`config.mk`:
```
export PLATFORM = sky130hd
export DESIGN_NAME = ucie_mlink_manager_flat
export DESIGN_NICKNAME = d
export VERILOG_FILES = /design/src/rtl/ucie_mlink_manager_pkg.sv /design/src/rtl/ucie_mlink_manager_if.sv /design/src/rtl/ucie_mlm_stage_mon.sv /design/src/rtl/ucie_mlink_manager.sv /design/src/flat_wrapper.sv
export SDC_FILE = /design/constraint.sdc
export NUM_CORES = 1
export LEC_CHECK = 0
export CORE_MARGIN = 2
export CORE_UTILIZATION = 45
export CTS_CLUSTER_DIAMETER = 60
export DETAILED_ROUTE_END_ITERATION = 12
export MAX_ROUTING_LAYER = met4
export PLACE_DENSITY_LB_ADDON = 0.05
export SLEW_MARGIN = 20
export SYNTH_ARGS = -nofsm -noshare
export SYNTH_HDL_FRONTEND = slang
export SYNTH_HIERARCHICAL = 1
export SYNTH_SLANG_ARGS = --single-unit
```
`constraint.sdc`:
```
create_clock -name clk -period 9.5 [get_ports clk]
set_input_delay 0.95 -clock clk [delete_from_list [all_inputs] [get_ports clk]]
set_output_delay 0.95 -clock clk [all_outputs]
set_load 0.01 [all_outputs]
```
`src/rtl/ucie_mlink_manager_pkg.sv`:
```
// Shared types and constants for the multi-module UCIe link manager.
package ucie_mlink_manager_pkg;

    typedef enum logic [3:0] {
        LINK_RESET    = 4'd0,
        LINK_SBINIT   = 4'd1,
        LINK_PARAM    = 4'd2,
        LINK_MBINIT   = 4'd3,
        LINK_CAL      = 4'd4,
        LINK_MBTRAIN  = 4'd5,
        LINK_LINKINIT = 4'd6,
        LINK_ACTIVE   = 4'd7,
        LINK_RETRAIN  = 4'd8,
        LINK_REPAIR   = 4'd9,
        LINK_L1       = 4'd10,
        LINK_L2       = 4'd11,
        LINK_ERROR    = 4'd15
    } link_state_t;

    localparam logic [1:0] PM_REQ_L1 = 2'b01;
    localparam logic [1:0] PM_REQ_L2 = 2'b10;

    localparam logic [7:0] PHY_CMD_NONE     = 8'h00;
    localparam logic [7:0] PHY_CMD_SBINIT   = 8'h01;
    localparam logic [7:0] PHY_CMD_MBINIT   = 8'h02;
    localparam logic [7:0] PHY_CMD_CAL      = 8'h03;
    localparam logic [7:0] PHY_CMD_TRAIN    = 8'h04;
    localparam logic [7:0] PHY_CMD_LINKINIT = 8'h05;
    localparam logic [7:0] PHY_CMD_REPAIR   = 8'h06;
    localparam logic [7:0] PHY_CMD_L1       = 8'h07;
    localparam logic [7:0] PHY_CMD_L2       = 8'h08;

    localparam int ST_MBRDY   = 0;
    localparam int ST_CAL     = 1;
    localparam int ST_TRN     = 2;
    localparam int ST_LINKRDY = 3;
    localparam int ST_REPAIR  = 4;

    localparam logic [7:0] PARAM_MAGIC = 8'hA5;

    function automatic link_state_t next_train(link_state_t s);
        case (s)
            LINK_SBINIT:  return LINK_PARAM;
            LINK_MBINIT:  return LINK_CAL;
            LINK_CAL:     return LINK_MBTRAIN;
            LINK_MBTRAIN: return LINK_LINKINIT;
            default:      return LINK_ACTIVE;
        endcase
    endfunction

    function automatic logic [7:0] min8(logic [7:0] a, logic [7:0] b);
        return (a < b) ? a : b;
    endfunction

endpackage

```
`src/rtl/ucie_mlink_manager_if.sv`:
```
// Sideband parameter exchange: outbound tx channel and inbound rx channel.
interface ucie_mlink_manager_if;
    logic [31:0] tx_data;
    logic        tx_valid;
    logic        tx_ready;
    logic [31:0] rx_data;
    logic        rx_valid;
    logic        rx_ready;

    modport master (
        output tx_data, tx_valid, rx_ready,
        input  tx_ready, rx_data, rx_valid
    );

    modport slave (
        input  tx_data, tx_valid, rx_ready,
        output tx_ready, rx_data, rx_valid
    );
endinterface

```
`src/rtl/ucie_mlm_stage_mon.sv`:
```
// Per-stage completion monitor: done, timed-out modules, and survivor check.
module ucie_mlm_stage_mon #(
    parameter int N   = 4,
    parameter int MIN = 1
) (
    input  logic [N-1:0] stat,
    input  logic [N-1:0] en,
    input  logic         expired,
    output logic         all_done,
    output logic [N-1:0] fail_mask,
    output logic         too_few
);
    localparam int CW = $clog2(N + 1);

    logic [N-1:0]  keep;
    logic [CW-1:0] cnt;

    assign all_done  = &(stat | ~en);
    assign fail_mask = expired ? (en & ~stat) : '0;
    assign keep      = en & ~fail_mask;

    always_comb begin
        cnt = '0;
        for (int i = 0; i < N; i++)
            cnt = cnt + CW'(keep[i]);
        too_few = int'(cnt) < MIN;
    end
endmodule

```
`src/rtl/ucie_mlink_manager.sv`:
```
// Shared training FSM driving several PHY modules, with timeout masking,
// sideband parameter negotiation, bounded recovery and L1/L2 handling.
module ucie_mlink_manager
    import ucie_mlink_manager_pkg::*;
#(
    parameter int NUM_MODULES = 4,
    parameter int MIN_MODULES = 1,
    parameter int TMR_W       = 24,
    parameter int TO_INIT     = 100000,
    parameter int TO_TRAIN    = 2000000,
    parameter int RETRY_MAX   = 3,
    parameter int STABLE_CYC  = 4096
) (
    input  logic                     clk,
    input  logic                     rst_n,
    input  logic                     link_train_start,
    input  logic [7:0]               cfg_max_width,
    input  logic [7:0]               cfg_max_speed,
    input  logic [NUM_MODULES-1:0]   phy_reset_ack,
    input  logic [NUM_MODULES*8-1:0] phy_status,
    output logic [7:0]               phy_cmd,
    output logic                     phy_reset_req,
    output logic [NUM_MODULES-1:0]   module_en,
    ucie_mlink_manager_if.master     prm,
    input  logic [7:0]               error_vector,
    input  logic [1:0]               pm_req,
    output logic                     pm_ack,
    output logic [3:0]               link_state,
    output logic                     link_active,
    output logic [7:0]               negotiated_width,
    output logic [7:0]               negotiated_speed,
    output logic [2:0]               retry_count,
    output logic [NUM_MODULES-1:0]   timeout_module
);
    localparam int SW = $clog2(STABLE_CYC + 1);

    link_state_t            state, nxt;
    logic [TMR_W-1:0]       timer;
    logic [SW-1:0]          stable_cnt;
    logic [NUM_MODULES-1:0] stat, fail_mask;
    logic [7:0]             cfg_w, cfg_s, rem_w, rem_s, en_pad;
    logic                   expired, all_done, too_few, is_init, use_ack;
    logic                   mask_hit, retry_inc, pm_go;
    logic                   tx_done, rx_done, tx_hs, rx_hs, cap_d;
    int                     sel;

    assign tx_hs = prm.tx_valid & prm.tx_ready;
    assign rx_hs = prm.rx_valid & prm.rx_ready;

    always_comb begin
        use_ack = 1'b0;
        is_init = 1'b0;
        sel     = ST_MBRDY;
        case (state)
            LINK_SBINIT:   begin use_ack = 1'b1; is_init = 1'b1; end
            LINK_PARAM:    is_init = 1'b1;
            LINK_MBINIT:   begin sel = ST_MBRDY; is_init = 1'b1; end
            LINK_CAL:      sel = ST_CAL;
            LINK_MBTRAIN,
            LINK_RETRAIN:  sel = ST_TRN;
            LINK_LINKINIT: begin sel = ST_LINKRDY; is_init = 1'b1; end
            LINK_REPAIR:   sel = ST_REPAIR;
            default:       ;
        endcase
        for (int i = 0; i < NUM_MODULES; i++)
            stat[i] = use_ack ? phy_reset_ack[i] : phy_status[i*8 + sel];
        expired = timer >= (is_init ? TMR_W'(TO_INIT) : TMR_W'(TO_TRAIN));
    end

    ucie_mlm_stage_mon #(.N(NUM_MODULES), .MIN(MIN_MODULES)) u_mon (
        .stat      (stat),
        .en        (module_en),
        .expired   (expired),
        .all_done  (all_done),
        .fail_mask (fail_mask),
        .too_few   (too_few)
    );

    always_comb begin
        nxt       = state;
        mask_hit  = 1'b0;
        retry_inc = 1'b0;
        pm_go     = 1'b0;
        unique case (state)
            LINK_RESET:
                if (link_train_start) nxt = LINK_SBINIT;
            LINK_SBINIT, LINK_MBINIT, LINK_CAL, LINK_MBTRAIN, LINK_LINKINIT:
                if (all_done)     nxt = next_train(state);
                else if (expired) begin
                    if (too_few) nxt = LINK_ERROR;
                    else         mask_hit = 1'b1;
                end
            LINK_PARAM:
                if ((tx_done | tx_hs) && (rx_done | rx_hs)) nxt = LINK_MBINIT;
                else if (expired) nxt = LINK_ERROR;
            LINK_ACTIVE:
                if (|error_vector) begin
                    if (|error_vector[7:2] || retry_count == 3'(RETRY_MAX))
                        nxt = LINK_ERROR;
                    else begin
                        retry_inc = 1'b1;
                        nxt = error_vector[0] ? LINK_RETRAIN : LINK_REPAIR;
                    end
                end else if (pm_req == PM_REQ_L1) begin
                    nxt   = LINK_L1;
                    pm_go = 1'b1;
                end else if (pm_req == PM_REQ_L2) begin
                    nxt   = LINK_L2;
                    pm_go = 1'b1;
                end
            LINK_RETRAIN, LINK_REPAIR:
                if (all_done)     nxt = LINK_ACTIVE;
                else if (expired) nxt = LINK_ERROR;
            LINK_L1:    if (link_train_start) nxt = LINK_MBTRAIN;
            LINK_L2:    if (link_train_start) nxt = LINK_SBINIT;
            LINK_ERROR: if (link_train_start) nxt = LINK_RESET;
            default:    nxt = LINK_RESET;
        endcase
    end

    always_ff @(posedge clk or negedge rst_n) begin
        if (!rst_n) begin
            state            <= LINK_RESET;
            timer            <= '0;
            stable_cnt       <= '0;
            module_en        <= '1;
            timeout_module   <= '0;
            retry_count      <= '0;
            cfg_w            <= '0;
            cfg_s            <= '0;
            rem_w            <= '0;
            rem_s            <= '0;
            negotiated_width <= '0;
            negotiated_speed <= '0;
            tx_done          <= 1'b0;
            rx_done          <= 1'b0;
            cap_d            <= 1'b0;
            pm_ack           <= 1'b0;
        end else begin
            state  <= nxt;
            pm_ack <= pm_go;
            if (nxt != state || mask_hit) timer <= '0;
            else if (timer != '1)          timer <= timer + 1'b1;
            if (mask_hit) begin
                module_en      <= module_en & ~fail_mask;
                timeout_module <= timeout_module | fail_mask;
            end
            if (state != LINK_ACTIVE)                   stable_cnt <= '0;
            else if (stable_cnt != SW'(STABLE_CYC - 1)) stable_cnt <= stable_cnt + 1'b1;
            if (state == LINK_ERROR && nxt == LINK_RESET) begin
                module_en   <= '1;
                retry_count <= '0;
            end else if (retry_inc)
                retry_count <= retry_count + 1'b1;
            else if (state == LINK_ACTIVE && stable_cnt == SW'(STABLE_CYC - 1))
                retry_count <= '0;
            if (state == LINK_RESET && nxt != LINK_RESET) begin
                cfg_w <= cfg_max_width;
                cfg_s <= cfg_max_speed;
            end
            tx_done <= (state == LINK_PARAM) && (tx_done | tx_hs);
            rx_done <= (state == LINK_PARAM) && (rx_done | rx_hs);
            if (rx_hs) begin
                rem_w <= prm.rx_data[31:24];
                rem_s <= prm.rx_data[23:16];
            end
            // negotiation lands one cycle after the captured remote values
            cap_d <= rx_hs;
            if (cap_d) begin
                negotiated_width <= min8(cfg_w, rem_w);
                negotiated_speed <= min8(cfg_s, rem_s);
            end
        end
    end

    always_comb begin
        en_pad = '1;
        en_pad[NUM_MODULES-1:0] = module_en;
    end

    assign prm.tx_data  = {cfg_w, cfg_s, en_pad, PARAM_MAGIC};
    assign prm.tx_valid = (state == LINK_PARAM) && !tx_done;
    assign prm.rx_ready = (state == LINK_PARAM) && !rx_done;

    always_comb begin
        phy_cmd = PHY_CMD_NONE;
        case (state)
            LINK_SBINIT:   phy_cmd = PHY_CMD_SBINIT;
            LINK_MBINIT:   phy_cmd = PHY_CMD_MBINIT;
            LINK_CAL:      phy_cmd = PHY_CMD_CAL;
            LINK_MBTRAIN,
            LINK_RETRAIN:  phy_cmd = PHY_CMD_TRAIN;
            LINK_LINKINIT: phy_cmd = PHY_CMD_LINKINIT;
            LINK_REPAIR:   phy_cmd = PHY_CMD_REPAIR;
            LINK_L1:       phy_cmd = PHY_CMD_L1;
            LINK_L2:       phy_cmd = PHY_CMD_L2;
            default:       phy_cmd = PHY_CMD_NONE;
        endcase
    end

    assign link_state    = state;
    assign link_active   = (state == LINK_ACTIVE);
    assign phy_reset_req = (state == LINK_RESET);
endmodule
```
`src/flat_wrapper.sv`:
```
// flat-port wrapper written by rule: the top's interface ports become plain ports
module ucie_mlink_manager_flat import ucie_mlink_manager_pkg::*;
#(
    parameter int NUM_MODULES = 4,
    parameter int MIN_MODULES = 1,
    parameter int TMR_W       = 24,
    parameter int TO_INIT     = 100000,
    parameter int TO_TRAIN    = 2000000,
    parameter int RETRY_MAX   = 3,
    parameter int STABLE_CYC  = 4096
)
  (clk, rst_n, link_train_start, cfg_max_width, cfg_max_speed, phy_reset_ack, phy_status, phy_cmd, phy_reset_req, module_en, error_vector, pm_req, pm_ack, link_state, link_active, negotiated_width, negotiated_speed, retry_count, timeout_module, prm_tx_data, prm_tx_valid, prm_rx_ready, prm_tx_ready, prm_rx_data, prm_rx_valid);
  ucie_mlink_manager_if prm_i ();
  input  logic clk;
  input  logic rst_n;
  input  logic link_train_start;
  input  logic [7:0] cfg_max_width;
  input  logic [7:0] cfg_max_speed;
  input  logic [NUM_MODULES-1:0] phy_reset_ack;
  input  logic [NUM_MODULES*8-1:0] phy_status;
  output logic [7:0] phy_cmd;
  output logic phy_reset_req;
  output logic [NUM_MODULES-1:0] module_en;
  input  logic [7:0] error_vector;
  input  logic [1:0] pm_req;
  output logic pm_ack;
  output logic [3:0] link_state;
  output logic link_active;
  output logic [7:0] negotiated_width;
  output logic [7:0] negotiated_speed;
  output logic [2:0] retry_count;
  output logic [NUM_MODULES-1:0] timeout_module;
  output wire logic [$bits(prm_i.tx_data)-1:0] prm_tx_data;
  output wire logic [$bits(prm_i.tx_valid)-1:0] prm_tx_valid;
  output wire logic [$bits(prm_i.rx_ready)-1:0] prm_rx_ready;
  input wire logic [$bits(prm_i.tx_ready)-1:0] prm_tx_ready;
  input wire logic [$bits(prm_i.rx_data)-1:0] prm_rx_data;
  input wire logic [$bits(prm_i.rx_valid)-1:0] prm_rx_valid;
  assign prm_tx_data = prm_i.tx_data;
  assign prm_tx_valid = prm_i.tx_valid;
  assign prm_rx_ready = prm_i.rx_ready;
  assign prm_i.tx_ready = prm_tx_ready;
  assign prm_i.rx_data = prm_rx_data;
  assign prm_i.rx_valid = prm_rx_valid;
  ucie_mlink_manager #(.NUM_MODULES(NUM_MODULES), .MIN_MODULES(MIN_MODULES), .TMR_W(TMR_W), .TO_INIT(TO_INIT), .TO_TRAIN(TO_TRAIN), .RETRY_MAX(RETRY_MAX), .STABLE_CYC(STABLE_CYC)) u_core (.clk(clk), .rst_n(rst_n), .link_train_start(link_train_start), .cfg_max_width(cfg_max_width), .cfg_max_speed(cfg_max_speed), .phy_reset_ack(phy_reset_ack), .phy_status(phy_status), .phy_cmd(phy_cmd), .phy_reset_req(phy_reset_req), .module_en(module_en), .prm(prm_i), .error_vector(error_vector), .pm_req(pm_req), .pm_ack(pm_ack), .link_state(link_state), .link_active(link_active), .negotiated_width(negotiated_width), .negotiated_speed(negotiated_speed), .retry_count(retry_count), .timeout_module(timeout_module));
endmodule
```
=== After elaboration in Yosys (flattened, before gate mapping) ===
Memories as Yosys holds them, arrays and structs flattened.
Index checks and enable logic that the tools add are counted.

* Flip-flop bits (word level): 104
* Bits in read-only memories: 64
* Input bits: 99
* Output and inout bits: 76
* Logic and storage cells: 151
* Memories kept: 1

{| class="wikitable"
|+ Memories
! name !! depth !! width !! read ports !! clocked after Yosys merged registers in !! write ports !! RTL line !! RTL
|-
| (name not given) || 16 || 4 || 1 || 0 || 0 || ucie_mlink_manager.sv:187 || <nowiki>case (state)</nowiki>
|}

* $add $sub $neg: 9
* $lt $le $gt $ge: 8
* Eq/ne operators: 20
* Mux-type cells: 59
* Bitwise gates (word level): 11
* Reduce and logical (&&, ||, !) cells: 27

{| class="wikitable"
|+ Operators with widths
! operator !! count
|-
| 32-bit by 7-bit < comparator with 1-bit output (second input constant) || 3
|-
| 4-bit two-way mux || 16
|-
| 24-bit two-way mux || 2
|-
| 4-bit one-hot mux with 7 select lines || 1
|-
| 1-bit two-way mux || 26
|-
| 13-bit two-way mux || 2
|-
| 24-bit by 1-bit adder with 24-bit output (second input constant) || 1
|-
| 24-bit greater-or-equal comparator || 1
|-
| 24-bit != test (second input constant) || 1
|-
| 3-bit one-hot mux with 4 select lines || 2
|-
| 21-bit two-way mux || 1
|-
| 1-bit binary-select mux with 5-bit select || 4
|-
| 4-bit == test (second input constant) || 5
|-
| 4-bit by 3-bit == test with 1-bit output (second input constant) || 4
|-
| 8-bit < comparator || 2
|-
| 8-bit two-way mux || 2
|-
| 13-bit by 1-bit adder with 13-bit output (second input constant) || 1
|-
| 13-bit by 12-bit == test with 1-bit output (second input constant) || 1
|-
| 13-bit by 12-bit != test with 1-bit output (second input constant) || 1
|-
| 5-bit by 3-bit adder with 6-bit output (first input constant) || 2
|-
| 4-bit NOT || 3
|-
| 3-bit two-way mux || 3
|-
| 4-bit AND || 2
|-
| 4-bit by 2-bit == test with 1-bit output (second input constant) || 2
|-
| 29 further kinds || 46
|}

=== Logic depth before layout (Yosys ltp) ===
Gate-level depths: netlist of run 1.

* Depth in word-level cells: 24
* Mapped depth: 26
* Gate-level depth less buffers: 25

=== Modules after synthesis ===
The synthesis of run 1 kept the hierarchy.

{| class="wikitable"
|+ Modules (own cells, without submodules)
! module !! times used !! cells each !! area an instance (sq um)
|-
| ucie_mlink_manager || 1 || 662 || 6,302.3
|-
| ucie_mlm_stage_mon || 1 || 18 || 158.9
|}

=== Worst setup path before layout of run 1 ===
OpenSTA, ideal clock, no wires.

* Kind: flip-flop to flip-flop
* From: reg u_core.state[1], in the netlist u_core/link_state[1]
* To: reg u_core.cfg_s[6]
* Arrival: 5.711 ns
* Path slack: 3.664 ns
* Stages on the path, launching flop included: 26
* Buffers on the path: 1
* Period minus slack after synthesis: 5.836 ns
* Path through: dfrtp_1 inv_1 ha_1 or2_1 a21oi_2 inv_1 ha_1 a21o_1 a211o_1 a211oi_2 a21boi_4 inv_1 inv_1 o21ai_0 fa_1 inv_1 ha_1 nor3b_1 or3_1 a31oi_1 inv_1 a311oi_2 nand2_1 o31ai_4 buf_12 mux2_4

* Elaborated cells between the ends (all ways): 76

{| class="wikitable"
|+ RTL lines
! element !! RTL line !! RTL
|-
| start: declaration || ucie_mlink_manager.sv:37 || <nowiki>link_state_t state, nxt;</nowiki>
|-
| start signal: assignment || ucie_mlink_manager.sv:140 || <nowiki>state <= nxt;</nowiki>
|-
| 4-bit by 1-bit == test with 1-bit output, or another cell as far along || ucie_mlink_manager.sv:54 || <nowiki>case (state)</nowiki>
|-
| 4-bit OR reduction (no line) * || - ||
|-
| 1-bit two-way mux * || ucie_mlink_manager.sv:54 ||
|-
| 21-bit two-way mux * || ucie_mlink_manager.sv:67 || <nowiki>expired = timer >= (is_init ? TMR_W'(TO_INIT) : TMR_W'(TO_TRAIN));</nowiki>
|-
| 24-bit greater-or-equal comparator * || ucie_mlink_manager.sv:67 ||
|-
| net u_core.expired || ucie_mlink_manager.sv:42 || <nowiki>logic expired, all_done, too_few, is_init, use_ack;</nowiki>
|-
| 4-bit two-way mux * || ucie_mlm_stage_mon.sv:19 || <nowiki>assign fail_mask = expired ? (en & ~stat) : '0;</nowiki>
|-
| 4-bit NOT * || ucie_mlm_stage_mon.sv:20 || <nowiki>assign keep = en & ~fail_mask;</nowiki>
|-
| (+4 left out) || - ||
|-
| 3-bit by 1-bit < comparator with 1-bit output * || ucie_mlm_stage_mon.sv:26 || <nowiki>too_few = int'(cnt) < MIN;</nowiki>
|-
| net u_core.too_few || ucie_mlink_manager.sv:42 ||
|-
| 4-bit two-way mux * || ucie_mlink_manager.sv:90 || <nowiki>if (too_few) nxt = LINK_ERROR;</nowiki>
|-
| 4-bit two-way mux * || ucie_mlink_manager.sv:89 || <nowiki>else if (expired) begin</nowiki>
|-
| 4-bit two-way mux * || ucie_mlink_manager.sv:88 || <nowiki>if (all_done) nxt = next_train(state);</nowiki>
|-
| 4-bit one-hot mux with 7 select lines * || ucie_mlink_manager.sv:84 || <nowiki>unique case (state)</nowiki>
|-
| 4-bit nonzero test * || ucie_mlink_manager.sv:157 || <nowiki>if (state == LINK_RESET && nxt != LINK_RESET) begin</nowiki>
|-
| 1-bit logical AND * || ucie_mlink_manager.sv:157 ||
|-
| end signal: assignment || ucie_mlink_manager.sv:159 || <nowiki>cfg_s <= cfg_max_speed;</nowiki>
|-
| end: declaration || ucie_mlink_manager.sv:41 || <nowiki>logic [7:0] cfg_w, cfg_s, rem_w, rem_s, en_pad;</nowiki>
|}

The timed path passes the listed nets; every way through them passes the cells marked *. The select of a mux whose other input is x is not followed.
A chain may end at the register's enable or synchronous reset.

=== Final worst setup path of run 1 ===
* From: reg u_core.state[0], in the netlist u_core/link_state[0]
* To: reg u_core.cfg_s[7]

The elaborated chain is that of the path after synthesis.

==> results of run 1 <==
[worst min-delay path by stage]
stage	start	end	slack [ns]	cells after the start
finish	u_core/timeout_module[1]	u_core/timeout_module[1]	0.47	1
global route	u_core/timeout_module[1]	u_core/timeout_module[1]	0.48	1
CTS	u_core/timeout_module[2]	u_core/timeout_module[2]	0.48	1
detailed placement	u_core/timeout_module[3]	u_core/timeout_module[3]	0.46	1
global placement	u_core/timeout_module[0]	u_core/timeout_module[0]	0.45	1
floorplan	u_core/tx_done	u_core/tx_done	0.49	2
[registers in the layout, summed over array words and instances (netlist names), 3 cells and up]
register                 cells
u_core/rem_s                 8
u_core/cfg_s                 8
u_core/negotiated_speed      8
u_core/timeout_module        4
u_core/rem_w                 8
u_core/stable_cnt           13
u_core/retry_count           3
u_core/negotiated_width      8
u_core/cfg_w                 8
u_core/module_en             4
u_core/timer                24
u_core/link_state            4
[logic make-up (layout without fill, tap and decap cells)]
| family | after synthesis | in the layout | synth area share, % |
|---|---|---|---|
| XOR/XNOR | 28 | 28 | 3.80 |
| buffers and inverters | 81 | 193 | 6.25 |
| AO/OA/AOI/OAI | 128 | 128 | 13.5 |
| adder cells (fa/ha/maj) | 33 | 33 | 6.49 |
| flip-flops | 104 | 104 | 40.4 |
| AND/OR/NAND/NOR | 253 | 253 | 19.9 |
| other | 2 | 16 | 0.116 |
| multiplexers | 51 | 51 | 9.62 |
[synthesized netlist by cell type (all sizes together) (12+ instances only)]
cell type	instances	area, µm²
mux2	19	251
o21ai	46	234
xor2	17	149
ha	31	388
buf	30	213
dfrtp	100	2500
mux2i	28	280
nand2	50	188
nor2	82	310
nand4	17	106
nand3	14	70.1
clkbuf	13	48.8
a21oi	32	164
inv	38	143
nor3	12	60.1
[worst reg2reg max path, stage by stage, from the launching register on]
cell	delay, ns
dfrtp_1	0.56
inv_1	0.17
ha_1	0.39
and2b_1	0.29
a21oi_2	0.23
inv_1	0.17
ha_1	0.35
a21o_1	0.19
a211o_1	0.30
a211oi_2	0.26
a21boi_4	0.37
inv_1	0.15
inv_1	0.10
o21ai_0	0.13
fa_1	0.55
inv_1	0.04
ha_1	0.26
nor3b_1	0.11
or3_1	0.37
a31oi_1	0.22
inv_1	0.07
a311oi_2	0.38
nand2_1	0.15
o31ai_4	0.50
buf_8	0.25
mux2_4	0.32
[cells in the final DEF (no fill, tap or decap), types with 5 or more instances in the layout]
| master | Yosys | final |
|---|---|---|
| mux2_2 | 9 | 9 |
| ha_1 | 31 | 31 |
| nor3_1 | 12 | 12 |
| a211oi_1 | 5 | 5 |
| nand2_1 | 50 | 50 |
| nor4_1 | 7 | 7 |
| clkdlybuf4s50_1 | 0 | 133 |
| nand4_1 | 17 | 17 |
| xor2_1 | 17 | 17 |
| nand3_1 | 14 | 14 |
| mux2i_1 | 28 | 28 |
| clkbuf_16 | 0 | 9 |
| a31oi_1 | 6 | 6 |
| dfrtp_1 | 100 | 100 |
| conb_1 | 2 | 16 |
| xnor2_1 | 11 | 11 |
| inv_1 | 38 | 38 |
| nor2_1 | 81 | 81 |
| o21ai_0 | 45 | 45 |
| and2_1 | 10 | 10 |
| nand2b_1 | 11 | 11 |
| mux2_4 | 10 | 10 |
| or3_1 | 10 | 10 |
| a21oi_1 | 31 | 31 |
| nor2b_1 | 8 | 8 |
[final cells by class]
| cell class | count | area [µm²] | share of cell area (%) |
|---|---|---|---|
| inverter | 38 | 143 | 1.75 |
| clock buffer | 12 | 246 | 3.03 |
| timing repair buffer | 139 | 1390 | 17.0 |
| clock inverter | 4 | 27.5 | 0.338 |
| sequential | 104 | 2610 | 32.0 |
| multi-input combinational | 509 | 3500 | 43.0 |
| tap | 180 | 225 | 2.77 |
[power by group]
group          total [mW]  internal, mW  switching (mW)
clock network       0.350         0.186           0.163
registers           0.673         0.563           0.110
logic                1.14         0.564           0.572
total                2.16          1.31           0.845
[per-layer routing]
layer	vias up	GRT usage (%)	routed length, µm
met5	-	-	0
met4	0	5.61	235
met3	14	4.85	908
met2	169	34.9	7430
met1	2585	28.0	7100
li1	2590	-	-
==> reports/results.tsv, run 1 <==
stage	metric	value	unit
sta	final setup margin	2.52	ns
clock_network	CTS tree	yes	
sta	Setup Skew	0.00855	ns
cells_and_area	# fillers	1200	
worst_setup_path	nature of the critical path endpoint	flop	
synth	#FFs+latches synth	104	
cells_and_area	fin nets	932	
clock_network	H-tree depth	3	
grt	vias in the first global route	5335	
worst_setup_path	Crit. Startpoint	u_core/link_state[0]	
worst_setup_path	worst r2r dst	u_core/cfg_s[7]	
worst_setup_path	startpoint types	flop	
worst_setup_path	R2R setup slack	2.52	ns
synth	ys async rst share	100	%
grt	grt total ovfl	0	
sta	fmax	143	MHz
cells_and_area	fin cells	986	
worst_setup_path	WS Path Type	reg2reg	
grt	first-pass GRT wire length	25400	µm
floorplanning	site row count	43	
worst_setup_path	CP max stage cell	dfrtp_1	
route	drt total wl	15700	µm
clock_network	Resized Gates After CTS	0	
placed_design	dpl ws	2.27	ns
route	routed len/inst	15.9	µm
cells_and_area	share of post-route cells with drive strength above 1	9.18	%
sta	# setup viols final	0	
synth	distinct cell type count after synthesis	76	
grt	GRT Util Overall	21.7	%
power_and_ir_drop	Design Power	2.16	mW
sta	Hold WS	0.469	ns
placed_design	dpl cells	968	
run_status	outcome	finished clean	
sta	setup TNS	0	ns
sta	crit share post-route	73.5	%
power_and_ir_drop	leakage	3.55	nW
floorplanning	die height	124	µm
floorplanning	initial cell density of the core	46.4	%
placed_design	GPL Wtd Cong	0.897	
clock_network	clk sink count	104	
synth	EDFF count, synth	0	
sta	Slew @ Worst Pin	1.15	ns
worst_setup_path	Worst Setup EP	u_core/cfg_s[7]	
route	Routed Antenna Nets	0	
placed_design	hpwl dp	11500	µm
cells_and_area	final instance area	8140	µm²
worst_setup_path	critical path's largest stage delay	0.56	ns
placed_design	Post-Place Cell Area	7840	µm²
worst_setup_path	critical register-to-register path startpoint	u_core/link_state[0]	
synth	Yosys warning count	6	
synth	Seq/Total Area, Yosys	40.4	%
floorplanning	I/O pin cnt	175	
route	Vias	5358	
floorplanning	Die Wd	124	µm
cells_and_area	post-layout util	58.4	%
clock_network	post-CTS setup buffers	0	
sta	final hold violation count	0	
worst_hold_path	HP Class	reg2reg	
grt	largest net degree at the start of global routing	80	
cells_and_area	# diodes	0	
run	MaxCap Viol Count	0	
synth	main flop type after synthesis	dfrtp_1	
worst_setup_path	Worst EP arrival	7.21	ns
sta	RSZ-0062 raised after global routing	no	
sta	final slew viol count	0	
worst_setup_path	Critical Path Fanout Max	12	
worst_setup_path	CP Buf/Inv Count	7	
route	drt initial violations	408	
clock_network	clock slew at reported path FFs	0.07	ns
worst_setup_path	most used cell, CP	inv_1	
route	vias per inst	5.43	
synth	Netlist Area Pre-Place	6460	µm²
floorplanning	Core Region	13900	µm²
sta	fin crit period	6.98	ns
clock_network	hold-fix buffers at CTS	0	
worst_setup_path	r2r worst-path depth	25	
worst_setup_path	Top delay family on crit path	compound AO/OA/AOI/OAI gates	
power_and_ir_drop	Pwr per Cell Area	265	nW/µm²
synth	Syn Inst Count	680	
grt	initial antenna violation count	0	
worst_setup_path	WP data required	9.73	ns
power_and_ir_drop	peak supply drop	0.138	mV
clock_network	CTS buffer count	9	
worst_setup_path	WP depth	25	
placed_design	port bufs	134	
clock_network	CTS Root Cell	clkbuf_16	
clock_network	maximum buffer depth of the clock tree	2	
synth	Syn Area/Cell	9.50	µm²
route	1st-pass router iterations	5	
route	# DRC	0	
clock_network	Skew-Pair Late Insertion Delay	0.35	ns
floorplanning	die area	15300	µm²
sta	Worst slew margin	23.6	%
cells_and_area	area grow syn2layout	26.0	%
Note: power is estimated with default switching activity, not from simulation.
==> run 2: changes to the inputs <==
clock period = 6.4 ns   (was 9.5 ns; I/O delays follow)
==> run 2 against run 1 <==
  * Wire length is 0.80% lower
  * Die area stayed put
  * Core utilization is 1.3 points higher
  * Register-to-register slack worse by 2.1 ns
  * Clock skew is 0.0020 ns higher
  * Power is 58% higher
  * Sequential cell count stayed put
  * First-iteration DRC count is 7.6% lower
  * Final cell count is 0.61% higher
  * Sequential share of layout area is 0.65 points lower
  * Largest cell class unchanged
==> reports/results.tsv, run 2 (synthesized netlist as in run 1, its figures left out) <==
stage	metric	value	unit	change
run_status	outcome	finished clean		unchanged
clock_network	CTS Root Cell	clkbuf_16		unchanged
worst_setup_path	worst r2r dst	u_core/cfg_s[0]		was u_core/cfg_s[7]
grt	grt total ovfl	0		unchanged
power_and_ir_drop	Pwr per Cell Area	411	nW/µm²	was 265 nW/µm²
cells_and_area	fin nets	939		was 932
grt	vias in the first global route	5225		was 5335
cells_and_area	most frequent cells in the layout	133 x clkdlybuf4s50_1, 98 x dfrtp_1, 81 x nor2_1, 50 x nand2_1, 45 x o21ai_0		was 133 x clkdlybuf4s50_1, 100 x dfrtp_1, 81 x nor2_1, 50 x nand2_1, 45 x o21ai_0
sta	fmax	167	MHz	was 143 MHz
placed_design	hpwl dp	11500	µm	about the same
power_and_ir_drop	leakage	3.63	nW	was 3.55 nW
grt	initial antenna violation count	0		unchanged
run	MaxCap Viol Count	0		unchanged
clock_network	CTS buffer count	9		unchanged
cells_and_area	max reg flops	24		unchanged
grt	largest net degree at the start of global routing	80		unchanged
clock_network	post-CTS setup buffers	0		unchanged
worst_setup_path	Critical Path Fanout Max	8		was 12
clock_network	H-tree depth	3		unchanged
sta	Setup Skew	0.0105	ns	was 0.00855 ns
floorplanning	Core Region	13900	µm²	unchanged
route	drt total wl	15600	µm	was 15700 µm
placed_design	GPL Wtd Cong	0.911		was 0.897
worst_setup_path	critical register-to-register path startpoint	u_core/link_state[1]		was u_core/link_state[0]
cells_and_area	area grow syn2layout	28.7	%	was 26.0%
worst_setup_path	Worst EP arrival	6.24	ns	was 7.21 ns
sta	final slew viol count	0		unchanged
sta	final setup margin	0.396	ns	was 2.52 ns
sta	final hold violation count	0		unchanged
worst_setup_path	critical path's largest stage delay	0.55	ns	was 0.56 ns
cells_and_area	share of post-route cells with drive strength above 1	10.5	%	was 9.18%
worst_setup_path	WS Path Type	reg2reg		unchanged
route	Vias	5353		was 5358
sta	Slew @ Worst Pin	1.03	ns	was 1.15 ns
clock_network	CTS tree	yes		unchanged
clock_network	maximum buffer depth of the clock tree	2		unchanged
sta	Hold WS	0.194	ns	was 0.469 ns
route	# DRC	0		unchanged
worst_setup_path	Top delay family on crit path	compound AO/OA/AOI/OAI gates		unchanged
sta	Worst slew margin	31.1	%	was 23.6%
cells_and_area	fin cells	992		was 986
worst_setup_path	most used cell, CP	inv_1		unchanged
worst_setup_path	CP Buf/Inv Count	7		unchanged
floorplanning	die area	15300	µm²	unchanged
placed_design	port bufs	134		unchanged
worst_setup_path	r2r worst-path depth	25		unchanged
cells_and_area	# fillers	1206		was 1200
route	Routed Antenna Nets	0		unchanged
worst_hold_path	HP Class	in2async		was reg2reg
cells_and_area	Regs by FF count	u_core/timer (24), u_core/stable_cnt (13)		unchanged
cells_and_area	most common cell after layout, fill and taps aside	clkdlybuf4s50_1		unchanged
worst_setup_path	CP max stage cell	fa_1		was dfrtp_1
floorplanning	die height	124	µm	unchanged
floorplanning	I/O pin cnt	175		unchanged
sta	crit share post-route	93.8	%	was 73.5%
route	1st-pass router iterations	7		was 5
floorplanning	Die Wd	124	µm	unchanged
clock_network	hold-fix buffers at CTS	0		unchanged
route	drt initial violations	377		was 408
sta	setup TNS	0	ns	unchanged
grt	GRT Util Overall	21.3	%	was 21.7%
power_and_ir_drop	peak supply drop	0.179	mV	was 0.138 mV
grt	first-pass GRT wire length	24900	µm	was 25400 µm
route	routed len/inst	15.7	µm	was 15.9 µm
worst_setup_path	R2R setup slack	0.40	ns	was 2.52 ns
clock_network	Skew-Pair Late Insertion Delay	0.36	ns	was 0.35 ns
cells_and_area	# diodes	0		unchanged
worst_setup_path	startpoint types	flop		unchanged
cells_and_area	largest reg by FF count	u_core/timer		unchanged
worst_setup_path	nature of the critical path endpoint	flop		unchanged
clock_network	Resized Gates After CTS	0		unchanged
floorplanning	site row count	43		unchanged
placed_design	dpl ws	0.246	ns	was 2.27 ns
worst_setup_path	WP data required	6.64	ns	was 9.73 ns
sta	fin crit period	6.00	ns	was 6.98 ns
clock_network	clock slew at reported path FFs	0.07	ns	about the same
sta	RSZ-0062 raised after global routing	no		unchanged
cells_and_area	post-layout util	59.7	%	was 58.4%
clock_network	clk sink count	104		unchanged
floorplanning	initial cell density of the core	46.4	%	unchanged
route	vias per inst	5.40		was 5.43
sta	# setup viols final	0		unchanged
placed_design	dpl cells	977		was 968
==> run 2: worst register-to-register path: stages (launching register included) <==
cell,delay (ns)
dfrtp_2,0.44
inv_1,0.12
ha_1,0.21
or2_1,0.26
a21oi_4,0.21
inv_1,0.14
ha_1,0.34
a21o_1,0.19
a211o_1,0.30
a211oi_2,0.24
a21boi_4,0.25
inv_1,0.10
inv_1,0.09
o21ai_0,0.13
fa_1,0.55
inv_1,0.04
ha_1,0.26
nor3b_1,0.06
or3_1,0.34
a31oi_1,0.22
inv_1,0.10
a311oi_4,0.37
nand2_1,0.16
o31ai_4,0.19
buf_4,0.23
mux2_2,0.36
==> run 2: final cells by class <==
| class | count | area (µm²) | area share (%) |
|---|---|---|---|
| inverters | 38 | 143 | 1.72 |
| flip-flops and latches | 104 | 2610 | 31.4 |
| clock buffers | 9 | 225 | 2.71 |
| repair buffers | 146 | 1450 | 17.4 |
| multi-input cells | 509 | 3530 | 42.4 |
| clock inverters | 6 | 140 | 1.69 |
| well taps | 180 | 225 | 2.71 |
==> run 2: worst max path at each step <==
stage | depth (start not counted) | end | startpoint
after detailed placement | 25 | u_core/cfg_s[0] | u_core/link_state[0]
final | 25 | u_core/cfg_s[0] | u_core/link_state[1]
after CTS | 25 | u_core/cfg_s[0] | u_core/link_state[0]
after global routing | 25 | u_core/cfg_s[0] | u_core/link_state[1]
after global placement | 25 | u_core/cfg_s[2] | u_core/link_state[0]
after floorplan | 25 | u_core/cfg_s[6] | u_core/link_state[1]
==> run 2: stage by stage <==
stage                     instance area, µm²  total power, mW
after detailed placement                7920             2.73
after floorplan                         6510             2.09
after CTS                               8280             3.42
final                                   8320             3.42
after global placement                  7910             2.68
after global routing                    8320             3.66
==> run 2: routing by layer <==
layer  wire [µm]  part of all wire [%]  up-vias  GRT usage (%)
li1            -                     -     2617              -
met1        7220                    46     2544           27.6
met2        7100                    46      171           33.5
met3         992                   6.4       21           4.67
met4         238                   1.5        0           6.75
met5           0                     0        -              -
==> run 2: where the power goes <==
group | internal [mW] | switching [mW]
logic | 0.878 | 0.870
registers | 0.836 | 0.155
clock network | 0.424 | 0.254
==> run 3: changes to the inputs <==
--- a/config.mk
+++ b/config.mk
@@ -12,5 +12,4 @@
 export MAX_ROUTING_LAYER = met4
 export PLACE_DENSITY_LB_ADDON = 0.05
-export SLEW_MARGIN = 20
 export SYNTH_ARGS = -nofsm -noshare
 export SYNTH_HDL_FRONTEND = slang
==> constraint.sdc (replaced) <==
create_clock -name clk -period 6.4 [get_ports clk]
set_input_delay 1.28 -clock clk [delete_from_list [all_inputs] [get_ports clk]]
set_output_delay 1.28 -clock clk [all_outputs]
set_load 0.01 [all_outputs]
==> run 3 against run 2 <==
  * Critical path depth unchanged
  * Sequential power about the same
  * Die area is the same
  * Core utilization fell by 0.62 points
  * Power decreased by 4.0%
  * Design area is 1.0% lower
  * Hold slack better by 0.28 ns
  * Via count about the same
  * Non-clock buffer count is 1 lower
  * Sequential share of layout area up 0.33 points
  * Clock skew fell by 0.0030 ns
  * Register-to-register slack barely moved
  * Critical path type unchanged
  * Critical endpoint is now u_core/cfg_w[1]
  * Highest routed layer unchanged
==> reports/results.tsv, run 3 (synthesized netlist as in run 1, its figures left out) <==
stage	metric	value	unit	change
power_and_ir_drop	Pwr per Cell Area	399	nW/µm²	was 411 nW/µm²
route	drt total wl	15400	µm	was 15600 µm
clock_network	CTS buffer count	9		unchanged
cells_and_area	fin cells	992		unchanged
power_and_ir_drop	part of the power in registers	30.2	%	was 29.0%
cells_and_area	largest reg by FF count	u_core/timer		unchanged
placed_design	dpl cells	976		was 977
sta	fmax	167	MHz	about the same
worst_setup_path	Worst EP arrival	6.23	ns	was 6.24 ns
floorplanning	die height	124	µm	unchanged
sta	# setup viols final	0		unchanged
sta	setup TNS	0	ns	unchanged
sta	fin crit period	6.00	ns	about the same
grt	vias in the first global route	5230		was 5225
cells_and_area	most frequent cells in the layout	133 x clkdlybuf4s50_1, 98 x dfrtp_1, 81 x nor2_1, 50 x nand2_1, 45 x o21ai_0		unchanged
floorplanning	initial cell density of the core	46.4	%	unchanged
power_and_ir_drop	internal cell power	2.03	mW	was 2.14 mW
cells_and_area	most common cell after layout, fill and taps aside	clkdlybuf4s50_1		unchanged
cells_and_area	share of post-route cells with drive strength above 1	10.1	%	was 10.5%
cells_and_area	fin nets	938		was 939
clock_network	CTS Root Cell	clkbuf_16		unchanged
placed_design	hpwl dp	11400	µm	was 11500 µm
power_and_ir_drop	peak supply drop	0.215	mV	was 0.179 mV
clock_network	Skew-Pair Late Insertion Delay	0.35	ns	was 0.36 ns
clock_network	post-CTS setup buffers	0		unchanged
run	MaxCap Viol Count	0		unchanged
cells_and_area	max reg flops	24		unchanged
worst_setup_path	WP data required	6.63	ns	was 6.64 ns
power_and_ir_drop	Switching Share	38.1	%	was 37.4%
sta	Worst slew margin	21.2	%	was 31.1%
grt	GRT Util Overall	21.4	%	was 21.3%
run_status	outcome	finished clean		unchanged
power_and_ir_drop	sw power	1.25	mW	was 1.28 mW
floorplanning	die area	15300	µm²	unchanged
power_and_ir_drop	Clock Power Share	17.5	%	was 19.8%
sta	Hold WS	0.469	ns	was 0.194 ns
cells_and_area	register area	2610	µm²	unchanged
worst_setup_path	WS Path Type	reg2reg		unchanged
cells_and_area	Regs by FF count	u_core/timer (24), u_core/stable_cnt (13)		unchanged
worst_setup_path	Crit. Startpoint	u_core/link_state[0]		was u_core/link_state[1]
sta	RSZ-0062 raised after global routing	no		unchanged
placed_design	port bufs	134		unchanged
clock_network	clock slew at reported path FFs	0.07	ns	about the same
worst_hold_path	HP Class	reg2reg		was in2async
worst_setup_path	critical register-to-register path startpoint	u_core/link_state[0]		was u_core/link_state[1]
route	# DRC	0		unchanged
worst_setup_path	Critical Path Fanout Max	9		was 8
cells_and_area	# fillers	1199		was 1206
sta	final hold violation count	0		unchanged
worst_setup_path	r2r worst-path depth	25		unchanged
floorplanning	site row count	43		unchanged
sta	crit share post-route	93.7	%	was 93.8%
route	routed len/inst	15.6	µm	was 15.7 µm
worst_setup_path	Worst Setup EP	u_core/cfg_w[1]		was u_core/cfg_s[0]
grt	initial antenna violation count	0		unchanged
clock_network	CTS tree	yes		unchanged
worst_setup_path	nature of the critical path endpoint	flop		unchanged
sta	Setup Skew	0.00757	ns	was 0.0105 ns
route	1st-pass router iterations	7		unchanged
floorplanning	Core Region	13900	µm²	unchanged
worst_hold_path	worst hold start	u_core/timeout_module[1]		
grt	largest net degree at the start of global routing	77		was 80
route	drt initial violations	311		was 377
worst_setup_path	R2R setup slack	0.40	ns	about the same
grt	first-pass GRT wire length	25100	µm	was 24900 µm
route	Routed Antenna Nets	0		unchanged
clock_network	clk sink count	104		unchanged
sta	Slew @ Worst Pin	1.18	ns	was 1.03 ns
route	Vias	5358		was 5353
worst_setup_path	worst r2r dst	u_core/cfg_w[1]		was u_core/cfg_s[0]
clock_network	H-tree depth	3		unchanged
power_and_ir_drop	leakage	3.59	nW	was 3.63 nW
worst_setup_path	startpoint types	flop		unchanged
power_and_ir_drop	Design Power	3.28	mW	was 3.42 mW
cells_and_area	area grow syn2layout	27.4	%	was 28.7%
sta	final slew viol count	0		unchanged
cells_and_area	# diodes	0		unchanged
floorplanning	I/O pin cnt	175		unchanged
placed_design	GPL Wtd Cong	0.890		was 0.911
floorplanning	Die Wd	124	µm	unchanged
grt	grt total ovfl	0		unchanged
clock_network	maximum buffer depth of the clock tree	2		unchanged
route	vias per inst	5.40		about the same
power_and_ir_drop	combinational cell fraction of total power	52.3	%	was 51.2%
cells_and_area	multi-input logic area	3510	µm²	was 3530 µm²
run 3: changes by cell type in the layout (fill, tap and decap cells not counted), sizes merged:
cell	change
bufinv	-3
clkbuf	+4
buf	-1
run 3: per-stage QoR:
step                setup slack (ns)  cell area, µm²  util [%]
finish                         0.401            8230      59.1
detailed placement             0.196            7910      56.8
CTS                            0.161            8220      59.0
global route                  0.0378            8230      59.1
floorplan                      0.564            6510         -
global placement               0.294            7910      56.8
run 3: repair_timing:
item,CTS,global route
hold buffers,0,0
gates resized for setup,0,3
setup endpoints to repair,0,17
run 3: layout make-up:
type	count	area share, %
Inverter	38	1.73
Tap cell	180	2.74
Clock buffer	13	3.16
Sequential cell	104	31.7
Multi-Input combinational cell	509	42.6
Clock inverter	3	0.578
Timing Repair Buffer	145	17.4
run 3: routing by layer:
metal  vias to the layer above  global-route usage [%]  part of all wire, %
met5                         -                       -                    0
met2                       152                    34.7                   47
met4                         0                    5.33                  1.7
met1                      2578                    27.2                   45
met3                        20                    4.99                  5.6
li1                       2608                       -                    -
run 3: worst min path at each step:
stage	endpoint	cells past startpoint
after detailed placement	u_core/timeout_module[2]	1
final	u_core/timeout_module[1]	1
after floorplan	u_core/tx_done	2
after CTS	u_core/timeout_module[1]	1
after global placement	u_core/timeout_module[0]	1
after global routing	u_core/timeout_module[1]	1
run 3: power groups by stage:
stage          Sequential [mW]  Clock, mW  Combinational, mW
4_1_cts                  0.992      0.592               1.73
5_1_grt                   1.02      0.617               1.90
3_5_place_dp              1.00          0               1.72
2_1_floorplan             1.01          0               1.08
6_report                 0.991      0.573               1.72
3_3_place_gp             0.993          0               1.68
run 3: worst max-delay path: stages, from the launching register on:
cell and delay (ns):
dfrtp_2 0.46, inv_1 0.12, ha_1 0.22, and2b_1 0.23, a21oi_4 0.20, inv_1 0.14, ha_1 0.33, a21o_1 0.19
a211o_1 0.29, a211oi_2 0.25, a21boi_4 0.26, inv_1 0.10, inv_1 0.08, o21ai_0 0.13, fa_1 0.55, inv_1 0.05
ha_1 0.27, nor3b_1 0.06, or3_1 0.34, a31oi_1 0.22, inv_1 0.08, a311oi_2 0.37, nand2_1 0.15, o31ai_4 0.21
buf_4 0.25, mux2_4 0.32
